**src/rtl/sp_ram_arb.sv**
```systemverilog
// sp_ram_arb: two-master arbiter in front of a single sp_ram.
// Forwards one request per cycle with zero added latency and routes the
// one-cycle-later RAM response back to the master that owned the access.
// Build option: define SP_RAM_ARB_RR_EN for round-robin tie breaking;
// without it m0 always wins a tie and no priority register exists.
module sp_ram_arb #(
  parameter int ADDR_WIDTH = 8,
  parameter int DATA_WIDTH = 32
) (
  input  logic                    clk,
  input  logic                    rst_n,
  input  logic                    m0_req_i,
  input  logic [ADDR_WIDTH-1:0]   m0_addr_i,
  input  logic                    m0_we_i,
  input  logic [DATA_WIDTH-1:0]   m0_wdata_i,
  input  logic [DATA_WIDTH/8-1:0] m0_be_i,
  output logic                    m0_gnt_o,
  output logic                    m0_rvalid_o,
  output logic [DATA_WIDTH-1:0]   m0_rdata_o,
  input  logic                    m1_req_i,
  input  logic [ADDR_WIDTH-1:0]   m1_addr_i,
  input  logic                    m1_we_i,
  input  logic [DATA_WIDTH-1:0]   m1_wdata_i,
  input  logic [DATA_WIDTH/8-1:0] m1_be_i,
  output logic                    m1_gnt_o,
  output logic                    m1_rvalid_o,
  output logic [DATA_WIDTH-1:0]   m1_rdata_o,
  output logic                    ram_req_o,
  output logic [ADDR_WIDTH-1:0]   ram_addr_o,
  output logic                    ram_we_o,
  output logic [DATA_WIDTH-1:0]   ram_wdata_o,
  output logic [DATA_WIDTH/8-1:0] ram_be_o,
  input  logic                    ram_gnt_i,
  input  logic                    ram_rvalid_i,
  input  logic [DATA_WIDTH-1:0]   ram_rdata_i,
  output logic                    err_o
);

  logic [1:0] req;
  logic [1:0] gnt;
  logic [1:0] rvalid;
  logic       win;        // 0 selects m0, 1 selects m1
  logic       accept;
  logic       pend_vld_reg, pend_vld_next;
  logic       pend_id_reg, pend_id_next;
  logic       err_reg, err_next;

  assign req    = {m1_req_i, m0_req_i};
  assign accept = ram_req_o & ram_gnt_i;

`ifdef SP_RAM_ARB_RR_EN
  logic prio_reg;         // master that wins the next tie

  // Winner: a lone requester wins, a tie goes to the master named by prio
  always_comb begin
    win = 1'b0;
    if (req == 2'b11)
      win = prio_reg;
    else if (req == 2'b10)
      win = 1'b1;
  end

  // Round-robin pointer: after every accepted access favour the other master
  always_ff @(posedge clk or negedge rst_n) begin
    if (!rst_n)
      prio_reg <= 1'b0;
    else if (accept)
      prio_reg <= ~win;
  end
`else
  // Winner: fixed priority, m1 only when m0 is not requesting
  always_comb begin
    win = 1'b0;
    if (req == 2'b10)
      win = 1'b1;
  end
`endif

  // Request path is a pure mux; idle cycles present m0 fields with req low
  assign ram_req_o   = |req;
  assign ram_addr_o  = win ? m1_addr_i  : m0_addr_i;
  assign ram_we_o    = win ? m1_we_i    : m0_we_i;
  assign ram_wdata_o = win ? m1_wdata_i : m0_wdata_i;
  assign ram_be_o    = win ? m1_be_i    : m0_be_i;

  // Per-master grant and response steering
  genvar gi;
  generate
    for (gi = 0; gi < 2; gi++) begin : g_master
      assign gnt[gi]    = ram_gnt_i & req[gi] & (win == 1'(gi));
      assign rvalid[gi] = ram_rvalid_i & pend_vld_reg & (pend_id_reg == 1'(gi));
    end
  endgenerate

  assign m0_gnt_o    = gnt[0];
  assign m1_gnt_o    = gnt[1];
  assign m0_rvalid_o = rvalid[0];
  assign m1_rvalid_o = rvalid[1];
  assign m0_rdata_o  = ram_rdata_i;
  assign m1_rdata_o  = ram_rdata_i;
  assign err_o       = err_reg;

  // Outstanding-access tracking: a response retires the slot, a new
  // acceptance in the same cycle refills it; orphan responses set err
  always_comb begin
    pend_vld_next = pend_vld_reg;
    pend_id_next  = pend_id_reg;
    err_next      = err_reg;
    if (ram_rvalid_i) begin
      pend_vld_next = 1'b0;
      if (!pend_vld_reg)
        err_next = 1'b1;
    end
    if (accept) begin
      pend_vld_next = 1'b1;
      pend_id_next  = win;
    end
  end

  // State register; reset drops any pending response immediately
  always_ff @(posedge clk or negedge rst_n) begin
    if (!rst_n) begin
      pend_vld_reg <= 1'b0;
      pend_id_reg  <= 1'b0;
      err_reg      <= 1'b0;
    end else begin
      pend_vld_reg <= pend_vld_next;
      pend_id_reg  <= pend_id_next;
      err_reg      <= err_next;
    end
  end

endmodule

```
**config.mk**
```make
export PLATFORM = sky130hd
export DESIGN_NAME = sp_ram_arb
export DESIGN_NICKNAME = d
export VERILOG_FILES = /design/src/rtl/sp_ram_arb.sv
export SDC_FILE = /design/constraint.sdc
export NUM_CORES = 1
export LEC_CHECK = 0
export BUFFER_PORTS_ARGS = -buffer_cell sky130_fd_sc_hd__buf_2
export CORE_AREA = 2 2 95 97
export CTS_CLUSTER_DIAMETER = 150
export DETAILED_ROUTE_END_ITERATION = 12
export DIE_AREA = 0 0 97 99
export PLACE_DENSITY_LB_ADDON = 0.3
export SLEW_MARGIN = 15
export SYNTH_ARGS = -nofsm -noshare
export SYNTH_HDL_FRONTEND = slang
export SYNTH_SLANG_ARGS = --single-unit
export TNS_END_PERCENT = 20
```
**constraint.sdc**
```tcl
create_clock -name clk -period 1 [get_ports clk]
set_input_delay 0.1 -clock clk [delete_from_list [all_inputs] [get_ports clk]]
set_output_delay 0.1 -clock clk [all_outputs]
set_load 0.01 [all_outputs]
```
Yosys cells after proc, flatten, opt, wreduce, memory -nomap -nowiden
Index checks and enable logic that the tools add are counted.
{"block": "totals", "register_bits": 3, "elab_cells": 25}
{"block": "op_classes", "eq_ne": 1, "mux": 7, "bitwise_logic": 11, "reduce_logical": 3}
{"operator": "2-to-1 mux 32 bit", "n": 1}
{"operator": "bitwise AND 1 bit", "n": 8}
{"operator": "2-to-1 mux 8 bit", "n": 1}
{"operator": "2-to-1 mux 1 bit", "n": 4}
{"operator": "2-to-1 mux 4 bit", "n": 1}
{"operator": "NOT 1 bit", "n": 3}
{"operator": "== test 2 bit (second input constant)", "n": 1}
{"operator": "AND reduction 2 bit", "n": 1}
{"operator": "nonzero test 2 bit", "n": 1}
{"operator": "OR reduction 2 bit", "n": 1}

Depth between registers and ports, before layout
{"block": "logic_depth", "word_depth": 4, "mapped_depth": 4, "ltp_nobuf": 2}

Worst setup path before layout
OpenSTA, ideal clock, no wires.
{"block": "synth_timing", "kind": "input -> output", "startpoint": "input m1_req_i", "endpoint": "output ram_addr_o[0]", "arrival_time_ps": 830, "slack_ps": 70, "path_stages": 4, "path_buffers": 2, "path_cell_list": "nor2b_4 buf_12 buf_12 mux2_4"}
{"block": "synth_via", "elab_chain_len": 3}
{"item": "start, declared", "line_no": "20", "source": "input logic m1_req_i,"}
{"item": "== test 2 bit", "line_no": "74", "source": "if (req == 2'b10)"}
{"item": "2-to-1 mux 1 bit", "line_no": "74"}
{"item": "2-to-1 mux 8 bit", "line_no": "81", "source": "assign ram_addr_o = win ? m1_addr_i : m0_addr_i;"}
{"item": "end, declared", "line_no": "29", "source": "output logic [ADDR_WIDTH-1:0] ram_addr_o,"}
Every way passes these cells.

Final worst setup path
{"block": "layout_timing", "startpoint": "input m0_req_i", "endpoint": "output ram_wdata_o[3]"}
{"block": "layout_via", "elab_chain_len": 3}
{"item": "start, declared", "line_no": "12", "source": "input logic m0_req_i,"}
{"item": "== test 2 bit", "line_no": "74"}
{"item": "2-to-1 mux 1 bit", "line_no": "74"}
{"item": "2-to-1 mux 32 bit", "line_no": "83", "source": "assign ram_wdata_o = win ? m1_wdata_i : m0_wdata_i;"}
{"item": "end, declared", "line_no": "31", "source": "output logic [DATA_WIDTH-1:0] ram_wdata_o,"}
Every way passes these cells.

==> results.toml <==
[die]
design.core.area_um2 = 8550
ioPinCount = 243
die_w_um = 97
dieArea_um2 = 9600
start_util_pct = 16.2
num_rows = 34
die_h_um = 99

[setup_path]
setup.worst_path.start_class = "input pin"
required_ns = 0.90
endpoint_kind = "output pin"
worstSetupPathType = "in2out"
cpPeakStageDelay_ns = 0.30
crit_buf_inv = 4
timing.critical_path.max_delay_family = "buffers and inverters"
worstPathCellList = "buf_8 -> nor2b_4 -> buf_12 -> clkbuf_16 -> mux2_4 -> buf_6"
critPathSlowestCell = "mux2_4"
path_max_fanout = 7
cp.arrival_ns = 1.08
r2r_slack_ns = 0.32

[finish]
final_common_cell = "buf_2"
layout-drive-gt1-share_pct = 93.2
fin_nets = 351
instances_no_fill = 330
syn_to_final_growth_pct = 56.2
final_cell_mix = "109 x buf_2, 44 x mux2_4, 39 x buf_6"
antenna_cells = 0

[yosys]
netlist_area_um2 = 1380
synth_cells = 129
yosysWarnings = 0
yosysUniqueCellTypes = 15
syn_area_per_cell_um2 = 10.7
syn_nets = 257
synth_seq_cells = 3
synth-seq-area-share_pct = 5.42

[clock_tree]
cts-root-buf = "clkbuf_8"
clkLatencyLatePin_ns = 0.22
path_clk_slew_ns = 0.03
clk_path_buf_depth = 2
cts_buffers = 3
cts_tree = "built"
htree_levels = 1
clock-sinks = 3

[timing]
fmax_mhz = 844
setup_ws_ns = -0.185
grt_setup_unrepaired = "true"
tightest_slew_ns = 0.142
finalSetupViolCount = 45
finalCritPeriodShare_pct = 118
drv_slew = 0
finalCriticalPeriod_ns = 1.18
slew_headroom_pct = 90.5
clock_skew_ns = 0.000605
hold_viol = 0

[outcome]
violations = "negative setup slack"
status = "finished with violations"

[routing]
first_pass_iters = 3
viasPerCell = 3.57
wl_per_cell_um = 13.3
route.detailed.drc = 0
vias = 1178
wl_mm = 4.41
ant_nets = 0
drtIter0Drc = 10

[pwr]
comb_power_share_pct = 66.8
p_leak_nw = 1.18
swShare_pct = 29.0
power_density_nw_per_um2 = 686
power_frac_clock_pct = 24.0
vdd.ir_drop.worst_mv = 0.402
switchingPower_uw = 429
power_mw = 1.48
power.internal_mw = 1.05
seqPwrFrac_pct = 9.3

[placed_design]
dp.cells = 318
portBuffers = 146
routabilityCongestion = 0.663
place_hpwl_mm = 3.24

[global_route]
grt_max_degree = 37
gr-total-overflow = 0
grt_pass1_vias = 1142
grtUsageTotal_pct = 7.16
grt_pass1_wl_mm = 5.64
antenna_found_initial = 0

[run]
maxCapViolCount = 0

[hold_path]
hp-class = "in2reg"
[synthesized netlist by cell type, drive strengths merged]
library cell | n | area share, %
dfrtp | 3 | 5.4
buf | 69 | 42
inv | 1 | 0.27
and3 | 1 | 0.45
o2bb2ai | 1 | 0.63
mux2 | 45 | 47
nor2b | 1 | 0.99
a21oi | 1 | 0.36
a21o | 1 | 0.54
nand2 | 1 | 0.27
nor2 | 2 | 0.54
or2 | 1 | 0.45
and2 | 2 | 0.90
[metrics by stage]
stage | TNS, ns | cell area (µm²) | utilization (%) | hold slack (ns) | setup slack, ns
finish | -6.92 | 2160 | 25.3 | 0.110 | -0.185
global route | -8.58 | 2160 | 25.3 | 0.122 | -0.223
CTS | -7.57 | 1970 | 23.0 | 0.111 | -0.220
detailed placement | -9.03 | 1710 | 20.0 | -0.0963 | -0.246
global placement | -8.58 | 1710 | 20.0 | -0.0983 | -0.235
floorplan | 0 | 1380 | - | -0.196 | 0.0704
[final timing paths]
path                                         startpoint                        to  depth (start not counted)
worst max register to register  pend_id_reg$_DFFE_PN0P_   pend_id_reg$_DFFE_PN0P_                          2
min in group asynchronous                         rst_n   pend_id_reg$_DFFE_PN0P_                          2
max in group asynchronous                         rst_n  pend_vld_reg$_DFFE_PN0P_                          2
worst min register to register        err_o$_DFFE_PN0P_         err_o$_DFFE_PN0P_                          1
worst min-delay path                       ram_rvalid_i  pend_vld_reg$_DFFE_PN0P_                          2
worst max-delay path                           m0_req_i            ram_wdata_o[3]                          6
[kinds of logic after synthesis]
kind of cell           count (synthesis)  synth area share [%]
flip-flops                             3                  5.42
buffers and inverters                 70                  42.2
AND/OR/NAND/NOR                        8                  3.62
multiplexers                          45                  47.2
AO/OA/AOI/OAI                          3                  1.54
[routing by layer]
layer  vias to the layer above  GRT usage (%)  part of all wire (%)  wire, µm
met4                         0           2.38                  0.45        20
met1                       532           7.50                    39      1720
met3                         4           4.33                    12       522
met5                         -              0                     0         0
met2                        87           12.0                    49      2140
li1                        555              -                     -         -
[power groups by stage]
stage | clock network [mW] | logic, mW | registers (mW)
2_1_floorplan | 0 | 0.691 | 0.136
3_3_place_gp | 0 | 0.747 | 0.139
3_5_place_dp | 0 | 0.753 | 0.139
4_1_cts | 0.363 | 0.891 | 0.138
5_1_grt | 0.383 | 1.05 | 0.138
6_report | 0.355 | 0.990 | 0.137
[timing repair]
action                                  in CTS  in global routing
gates resized for setup                     32                 14
pin swaps                                    1                  1
gates cloned                                 0                  6
buffers inserted                             0                  1
endpoints found under the hold margin        3                  0
hold buffers                                 1                  0
endpoints found under the setup margin      46                 47
[cell type report]
class | count | area (µm²)
clock buffer | 4 | 45.0
fill | 936 | 6390
sequential | 3 | 75.1
tap | 108 | 135
timing repair buffer | 158 | 1160
inverter | 1 | 3.75
multi-input combinational | 56 | 743
(Power assumes the default switching activity.)
